### config.mk
export PLATFORM = sky130hd
export DESIGN_NAME = axi_lite_mem_responder
export DESIGN_NICKNAME = d
export VERILOG_FILES = /design/src/rtl/axi_lite_mem_responder.sv
export SDC_FILE = /design/constraint.sdc
export NUM_CORES = 1
export LEC_CHECK = 0
export CAP_MARGIN = 20
export CORE_ASPECT_RATIO = 1.4
export CORE_MARGIN = 8
export CORE_UTILIZATION = 40
export DETAILED_ROUTE_END_ITERATION = 8
export DONT_BUFFER_PORTS = 1
export PLACE_DENSITY_LB_ADDON = 0.25
export SLEW_MARGIN = 25
export SYNTH_ARGS = -nofsm -noshare
export SYNTH_HDL_FRONTEND = slang
export SYNTH_SLANG_ARGS = --single-unit
### constraint.sdc
create_clock -name clk -period 5.1 [get_ports clk]
set_input_delay 0.51 -clock clk [delete_from_list [all_inputs] [get_ports clk]]
set_output_delay 0.51 -clock clk [all_outputs]
set_load 0.03 [all_outputs]
### src/rtl/axi_lite_mem_responder.sv
// AXI-lite-style memory responder: DEPTH x 32-bit RAM with independent read and write FSMs.
// One transaction per channel in flight; all outputs are registered.
module axi_lite_mem_responder #(
  parameter int          DEPTH     = 32,
  parameter logic [31:0] BASE_ADDR = 32'h0000_0000,
  parameter int          READ_LAT  = 0,
  parameter logic [31:0] ERR_DATA  = 32'hDEAD_BEEF
) (
  input  logic        clk,
  input  logic        reset,
  input  logic        ARVALID,
  output logic        ARREADY,
  input  logic [31:0] ARADDR,
  output logic        RVALID,
  input  logic        RREADY,
  output logic [31:0] RDATA,
  input  logic        AWVALID,
  output logic        AWREADY,
  input  logic [31:0] AWADDR,
  input  logic        WVALID,
  output logic        WREADY,
  input  logic [31:0] WDATA,
  output logic        BVALID,
  input  logic        BREADY,
  output logic [15:0] rd_count,
  output logic [15:0] wr_count
);

  localparam int IDX_W = (DEPTH > 1) ? $clog2(DEPTH) : 1;
  localparam logic [3:0] LAT_LAST = (READ_LAT > 0) ? 4'(READ_LAT - 1) : 4'd0;

  typedef enum logic [1:0] {R_IDLE, R_WAIT, R_DATA} rd_state_t;
  typedef enum logic [1:0] {W_IDLE, W_DATA, W_RESP} wr_state_t;

  logic [31:0] mem [DEPTH];

  rd_state_t        rd_state, rd_state_n;
  logic [IDX_W-1:0] rd_idx, rd_idx_n;
  logic             rd_ok, rd_ok_n;
  logic [3:0]       lat_cnt, lat_cnt_n;
  logic             arready_n, rvalid_n;
  logic [31:0]      rdata_n;
  logic [15:0]      rd_count_n;

  wr_state_t        wr_state, wr_state_n;
  logic [IDX_W-1:0] wr_idx, wr_idx_n;
  logic             wr_ok, wr_ok_n;
  logic             awready_n, wready_n, bvalid_n;
  logic [15:0]      wr_count_n;
  logic             mem_we;

  logic [31:0] ar_word, aw_word;
  logic        ar_ok, aw_ok;

  // Word offset from BASE_ADDR; the unsigned subtract wraps below the base, hence the >= test.
  always_comb begin
    ar_word = (ARADDR - BASE_ADDR) >> 2;
    aw_word = (AWADDR - BASE_ADDR) >> 2;
    ar_ok   = (ARADDR >= BASE_ADDR) && (ar_word < 32'(DEPTH));
    aw_ok   = (AWADDR >= BASE_ADDR) && (aw_word < 32'(DEPTH));
  end

  always_ff @(posedge clk) begin
    if (reset) begin
      rd_state <= R_IDLE;
      rd_idx   <= '0;
      rd_ok    <= 1'b0;
      lat_cnt  <= 4'd0;
      ARREADY  <= 1'b0;
      RVALID   <= 1'b0;
      RDATA    <= 32'd0;
      rd_count <= 16'd0;
    end else begin
      rd_state <= rd_state_n;
      rd_idx   <= rd_idx_n;
      rd_ok    <= rd_ok_n;
      lat_cnt  <= lat_cnt_n;
      ARREADY  <= arready_n;
      RVALID   <= rvalid_n;
      RDATA    <= rdata_n;
      rd_count <= rd_count_n;
    end
  end

  // R_DATA spends its first cycle loading RDATA, so RVALID rises 1+READ_LAT cycles after AR.
  always_comb begin
    rd_state_n = rd_state;
    rd_idx_n   = rd_idx;
    rd_ok_n    = rd_ok;
    lat_cnt_n  = lat_cnt;
    arready_n  = ARREADY;
    rvalid_n   = RVALID;
    rdata_n    = RDATA;
    rd_count_n = rd_count;
    case (rd_state)
      R_IDLE: begin
        arready_n = 1'b1;
        if (ARVALID && ARREADY) begin
          rd_idx_n  = ar_word[IDX_W-1:0];
          rd_ok_n   = ar_ok;
          lat_cnt_n = LAT_LAST;
          arready_n = 1'b0;
          if (READ_LAT > 0) rd_state_n = R_WAIT;
          else              rd_state_n = R_DATA;
        end
      end
      R_WAIT: begin
        if (lat_cnt == 4'd0) rd_state_n = R_DATA;
        else                 lat_cnt_n  = lat_cnt - 4'd1;
      end
      R_DATA: begin
        if (!RVALID) begin
          rdata_n  = rd_ok ? mem[rd_idx] : ERR_DATA;
          rvalid_n = 1'b1;
        end else if (RREADY) begin
          rvalid_n   = 1'b0;
          arready_n  = 1'b1;
          rd_count_n = rd_count + 16'd1;
          rd_state_n = R_IDLE;
        end
      end
      default: rd_state_n = R_IDLE;
    endcase
  end

  always_ff @(posedge clk) begin
    if (reset) begin
      wr_state <= W_IDLE;
      wr_idx   <= '0;
      wr_ok    <= 1'b0;
      AWREADY  <= 1'b0;
      WREADY   <= 1'b0;
      BVALID   <= 1'b0;
      wr_count <= 16'd0;
    end else begin
      wr_state <= wr_state_n;
      wr_idx   <= wr_idx_n;
      wr_ok    <= wr_ok_n;
      AWREADY  <= awready_n;
      WREADY   <= wready_n;
      BVALID   <= bvalid_n;
      wr_count <= wr_count_n;
    end
  end

  always_comb begin
    wr_state_n = wr_state;
    wr_idx_n   = wr_idx;
    wr_ok_n    = wr_ok;
    awready_n  = AWREADY;
    wready_n   = WREADY;
    bvalid_n   = BVALID;
    wr_count_n = wr_count;
    mem_we     = 1'b0;
    case (wr_state)
      W_IDLE: begin
        awready_n = 1'b1;
        wready_n  = 1'b0;
        if (AWVALID && AWREADY) begin
          wr_idx_n   = aw_word[IDX_W-1:0];
          wr_ok_n    = aw_ok;
          awready_n  = 1'b0;
          wready_n   = 1'b1;
          wr_state_n = W_DATA;
        end
      end
      W_DATA: begin
        if (WVALID && WREADY) begin
          mem_we     = wr_ok;
          wready_n   = 1'b0;
          bvalid_n   = 1'b1;
          wr_state_n = W_RESP;
        end
      end
      W_RESP: begin
        if (BVALID && BREADY) begin
          bvalid_n   = 1'b0;
          awready_n  = 1'b1;
          wr_count_n = wr_count + 16'd1;
          wr_state_n = W_IDLE;
        end
      end
      default: wr_state_n = W_IDLE;
    endcase
  end

  // Gated by reset so an aborted write never lands; the array itself is never cleared.
  always_ff @(posedge clk) begin
    if (mem_we && !reset) mem[wr_idx] <= WDATA;
  end

endmodule

======== After elaboration in Yosys (flattened, before gate mapping) ========
Memories as Yosys holds them, arrays and structs flattened. A register that Yosys moved wholly into a read port is not among the register bits.
Cells that the tools add are included.
word-level totals
  flip-flop bits (word level) ............. 89
  memory bits (writable) .................. 1,024
  bits of input ports ..................... 103
  output and inout port bits .............. 69
  word-level logic and storage cells ...... 98
  memories kept ........................... 1
cells by class
  $add $sub $neg .......................... 3
  order comparisons ....................... 4
  equality and inequality tests ........... 12
  muxes and demuxes ....................... 34
  bitwise gates (word level) .............. 1
  reduce and logical (&&, ||, !) cells .... 28
memories
  memory  depth  bits a word  rd ports  clocked after Yosys merged registers in  wr ports  RTL line  source
  mem     32     32           1         1                                        1         35        logic [31:0] mem [DEPTH];
operator list
  cell                     number
  $ge A32 B1 Y1 const B    2
  $lt A30 B6 Y1 const B    2
  $add A16 B1 Y16 const B  2
  $mux W32                 1
  $ne A2 B2 Y1 const B     8
  $mux W1                  15
  $reduce_and A3 Y1        5
  $mux W2                  7
  $pmux W2 S3              2
  $reduce_and A2 Y1        6
  $mux W5                  2
  $reduce_bool A2 Y1       5
  $mux W4                  2
  $pmux W1 S2              4
  $pmux W4 S2              1
  $logic_and A1 B1 Y1      7
  $eq A2 B1 Y1 const B     2
  $eq A2 B2 Y1 const B     2
  $logic_not A2 Y1         2
  $logic_not A4 Y1         1
  $reduce_and A4 Y1        1
  $sub A4 B1 Y4 const B    1
  $logic_not A1 Y1         1
  $not A1 Y1               1

======== Logic depth before layout (Yosys ltp) ========
  word-level depth ........................ 6
  mapped depth ............................ 8
  mapped depth without buffers ............ 5

======== Worst setup path before layout ========
Ideal clock, no wire load.
  path kind ............................... reg-to-reg
  start point ............................. reg WREADY
  end point ............................... mem mem[20][0] (enable)
  library setup time ...................... 421 ps
  arrival time ............................ 3,026 ps
  data required time ...................... 4,679 ps
  setup slack ............................. 1,653 ps
  stages on the path, launching flop included .. 6
  path buffers ............................ 1
  clock period less this slack ............ 3,447 ps
  cell sequence ........................... dfxtp_1 nand4b_1 nor3b_1 or3b_2 clkbuf_1 nor2_1
on the way
  cells in the longest elaborated chain, start to end .. 6
ends and longest elaborated chain
  element                        RTL line  source
  from (decl)                    21        output logic WREADY,
  from (signal assigned)         140       WREADY <= wready_n;
  $logic_and A1 B1 Y1            168       if (WVALID && WREADY) begin
  $mux W1                        168
  $mux W1                        155       case (wr_state)
  $logic_and A1 B1 Y1            189       if (mem_we && !reset) mem[wr_idx] <= WDATA;
  $mux W1                        189
  $mux W1 (implied by the code)  189
  to (decl)                      35
No other way between the ends.

======== Worst setup path in the final report ========
  start point ............................. reg WREADY
  end point ............................... mem mem[16][7] (enable)
The elaborated chain is that of the path after synthesis.

==> results.toml <==
[outcome]
status = "finished, final reports clean"

[critical_path]
critical_path.most_common_cell = "buf_4"
critical_path.cell_chain = "nand4b_1, nor3b_1, buf_4, or3b_2, nor2_4, buf_4"
path_max_fanout = 17
critPathRequiredTime_ps = 5470
critPathCaptureType = "flop"
path_buf_inv = 2
crit_path_max_incr_delay_ps = 740
critPathTopFamily = "simple AND/OR/NAND/NOR gates"
worstSetupPathDepth = 6
slowest_stage = "nor2_4"
worstSetupStartpointType = "flop"
worstSetupPathType = "reg -> reg"
reg2reg_depth = 6
worst_ep_arrival_time_ps = 3770

[drt]
drt_iter0_markers = 1936
met2WireLength_mm = 56.99
wl_per_cell_um = 27.92
vias = 21660
drt-pass1-iter-count = 5
ant_nets = 0
detail_route.wirelength_mm = 108.0
drt-met1-wl_mm = 42.38
highest_layer = "met5"
drc_errors = 0
route.met3.wl_mm = 6.148
routed_via_density = 5.598

[min_path]
hold_depth = 4
hold_path_class = "in -> reg"

[pwr]
p_per_area_nw_per_um2 = 377.7
ir_drop_mv = 0.2282
p_leak_nw = 14.77

[yosys]
yosys_warnings = 0
yosysSeqAreaShare_pct = 75.15
synth-seq-cells = 1113
yosysTopAreaCellShare_pct = 71.03
syn_avg_cell_area_um2 = 19.19
synth-edff-count = 1024
syn-num-nets = 2361
synth_largest_area_cell = "edfxtp_1"
dominantRegCellSynth = "edfxtp_1"
netlist_area_um2 = 43290
synthCells = 2256
yosys.cell_types.count = 54
synth_area_leaders = "edfxtp_1, mux4_2, dfxtp_1"
async_reset_ff_share_pct = 0

[floorplan]
pin_count = 172
fp.dieW_um = 294.0
dieArea_um2 = 119200
rows = 143
initial_core_util_pct = 40.12
die_h_um = 405.2
fp.coreArea_um2 = 107900

[timing]
relSlewSlack_pct = 37.02
maxClockFrequency_mhz = 294.1
hold_viol = 0
finalWorstSetupSlack_ps = 1700
fin_crit_sh_pct = 66.67
holdWs_ps = 89.13
tightest_slew_ps = 920.9
report.final.slew_viol_count = 0
setup_tns_ps = 0
skew_ps = 22.89
rsz0062_at_grt = "no"
min_period_ps = 3400
setup_violations = 0

[final_layout]
final_nets = 2433
layout-drive-gt1-share_pct = 23.42
syn_to_final_growth_pct = 14.85

[place]
dp_hpwl_mm = 64.73
gp_congestion = 0.8091
dp_slack_ps = 1690
port_buffers = 0

[cts]
worstSkewPairLatency_ps = 710
root_buffer = "clkbuf_16"
cts_sinks = 1113
cts_hold_buf = 45
clkTransAtPathRegs_ps = 70
cts_setup_buffers = 0
cts_resized = 0
cts_buffers = 104
cts_tree = "built"
max-clock-path-buffers = 3
htree_levels = 3

[flow_run]
maxCapViolCount = 0

[global_route]
antenna_found_initial = 3
grt_pass1_vias = 22300
grt_max_degree = 108
grt_pass1_wl_mm = 156.7
grtUsageTotal_pct = 17.96
grt-ovfl-total = 0
-- flip-flops by register name, summed over array words and instances (netlist names), 2 cells and up, named ones only --
| signal | cells |
|---|---|
| rd_count | 16 |
| wr_state | 2 |
| rd_idx | 5 |
| wr_count | 16 |
| wr_idx | 5 |
| RDATA | 32 |
| mem | 1024 |
-- through the flow --
step,instances,power (W),utilization (%),instance area [um2]
floorplan,2256,0.01070,-,43290
global placement,3627,0.01088,42.19,45520
detailed placement,3627,0.01088,42.20,45520
CTS,3867,0.01896,46.09,49730
global route,3868,0.01931,46.08,49720
finish,3869,0.01878,46.08,49720
-- worst reg2reg max path: cells and delay by family (launching register included) --
family,cells,cell delay [ps]
AND/OR/NAND/NOR,4,1900
buffers and inverters,2,610
flip-flops,1,560
-- placed cells by master, fill, tap and decap left out, drive strengths merged, types with 5 or more instances in the layout --
master       instances
mux2i              108
nor4bb              24
buf                 95
nor4                11
bufinv              13
nor2b               29
nor2                91
dlygate4sd3         12
clkbuf             134
inv                 14
o31ai                7
o21ai               39
xor2                 5
edfxtp            1024
o22ai               30
nor3                36
a221oi               6
o21bai              24
dfxtp               89
and2                 9
clkinv              36
or4                  9
nor4b               24
a2111oi             36
a22oi               16
nand3b              11
a211oi              24
a21oi               35
nand2               43
mux4               184
or3                  8
a21o                 6
nand4                9
clkinvlp             8
xnor2               11
mux2                83
o31a                24
nand3               16
-- cells by family after synthesis --
kind of cell,count (synthesis),share of synthesized area (%)
adder cells (fa/ha/maj),2,0.05780
XOR/XNOR,16,0.3237
flip-flops,1113,75.15
buffers and inverters,151,1.538
multiplexers,375,14.23
AND/OR/NAND/NOR,344,4.581
AO/OA/AOI/OAI,255,4.122
-- where the power goes --
| group | internal, W | switching [W] |
|---|---|---|
| registers | 0.00997 | 0.000116 |
| logic | 0.000324 | 0.000452 |
| clock network | 0.00451 | 0.00340 |
-- routing by layer --
metal | vias up | track usage [%]
met5 | - | 0
met2 | 624 | 32.28
li1 | 9431 | -
met3 | 141 | 3.166
met4 | 2 | 5.197
met1 | 11460 | 22.07
-- worst paths after layout --
check / startpoint / end / slack (ps)
worst min register to register: wr_ok$_SDFFE_PP0P_ / wr_ok$_SDFFE_PP0P_ / 470
worst min-delay path: AWADDR[21] / wr_ok$_SDFFE_PP0P_ / 90
worst max-delay path: WREADY$_SDFFE_PP0P_ / mem[16][7]$_DFFE_PP_ / 1700
worst max register to register: WREADY$_SDFFE_PP0P_ / mem[16][7]$_DFFE_PP_ / 1700
-- cell type report --
class / instances / area, um2
clock inverter: 61 / 691.9
clock buffer: 134 / 2766
tap: 1450 / 1814
inverter: 10 / 37.54
multi-input combinational: 992 / 10360
timing repair buffer: 107 / 1494
fill: 9021 / 58170
antenna: 2 / 5.005
sequential: 1113 / 32550
-- synth_stat cells (all sizes together) (8+ instances only) --
master and count:
nor4bb 24, nor4 11, xnor2 11, mux2 83, nor2b 29, or4 9, clkbuf 79, dfxtp 89
o21ai 39, a2111oi 36, and2 9, a21oi 35, nand2 43, nand3 16, buf 62, nand4 9
nand3b 11, mux4 184, nor3 36, a211oi 24, nor2 91, nor4b 24, o31a 24, inv 10
o21bai 24, or3 8, o22ai 30, a22oi 16, mux2i 108, edfxtp 1024
Note: power is estimated with default switching activity, not from simulation.
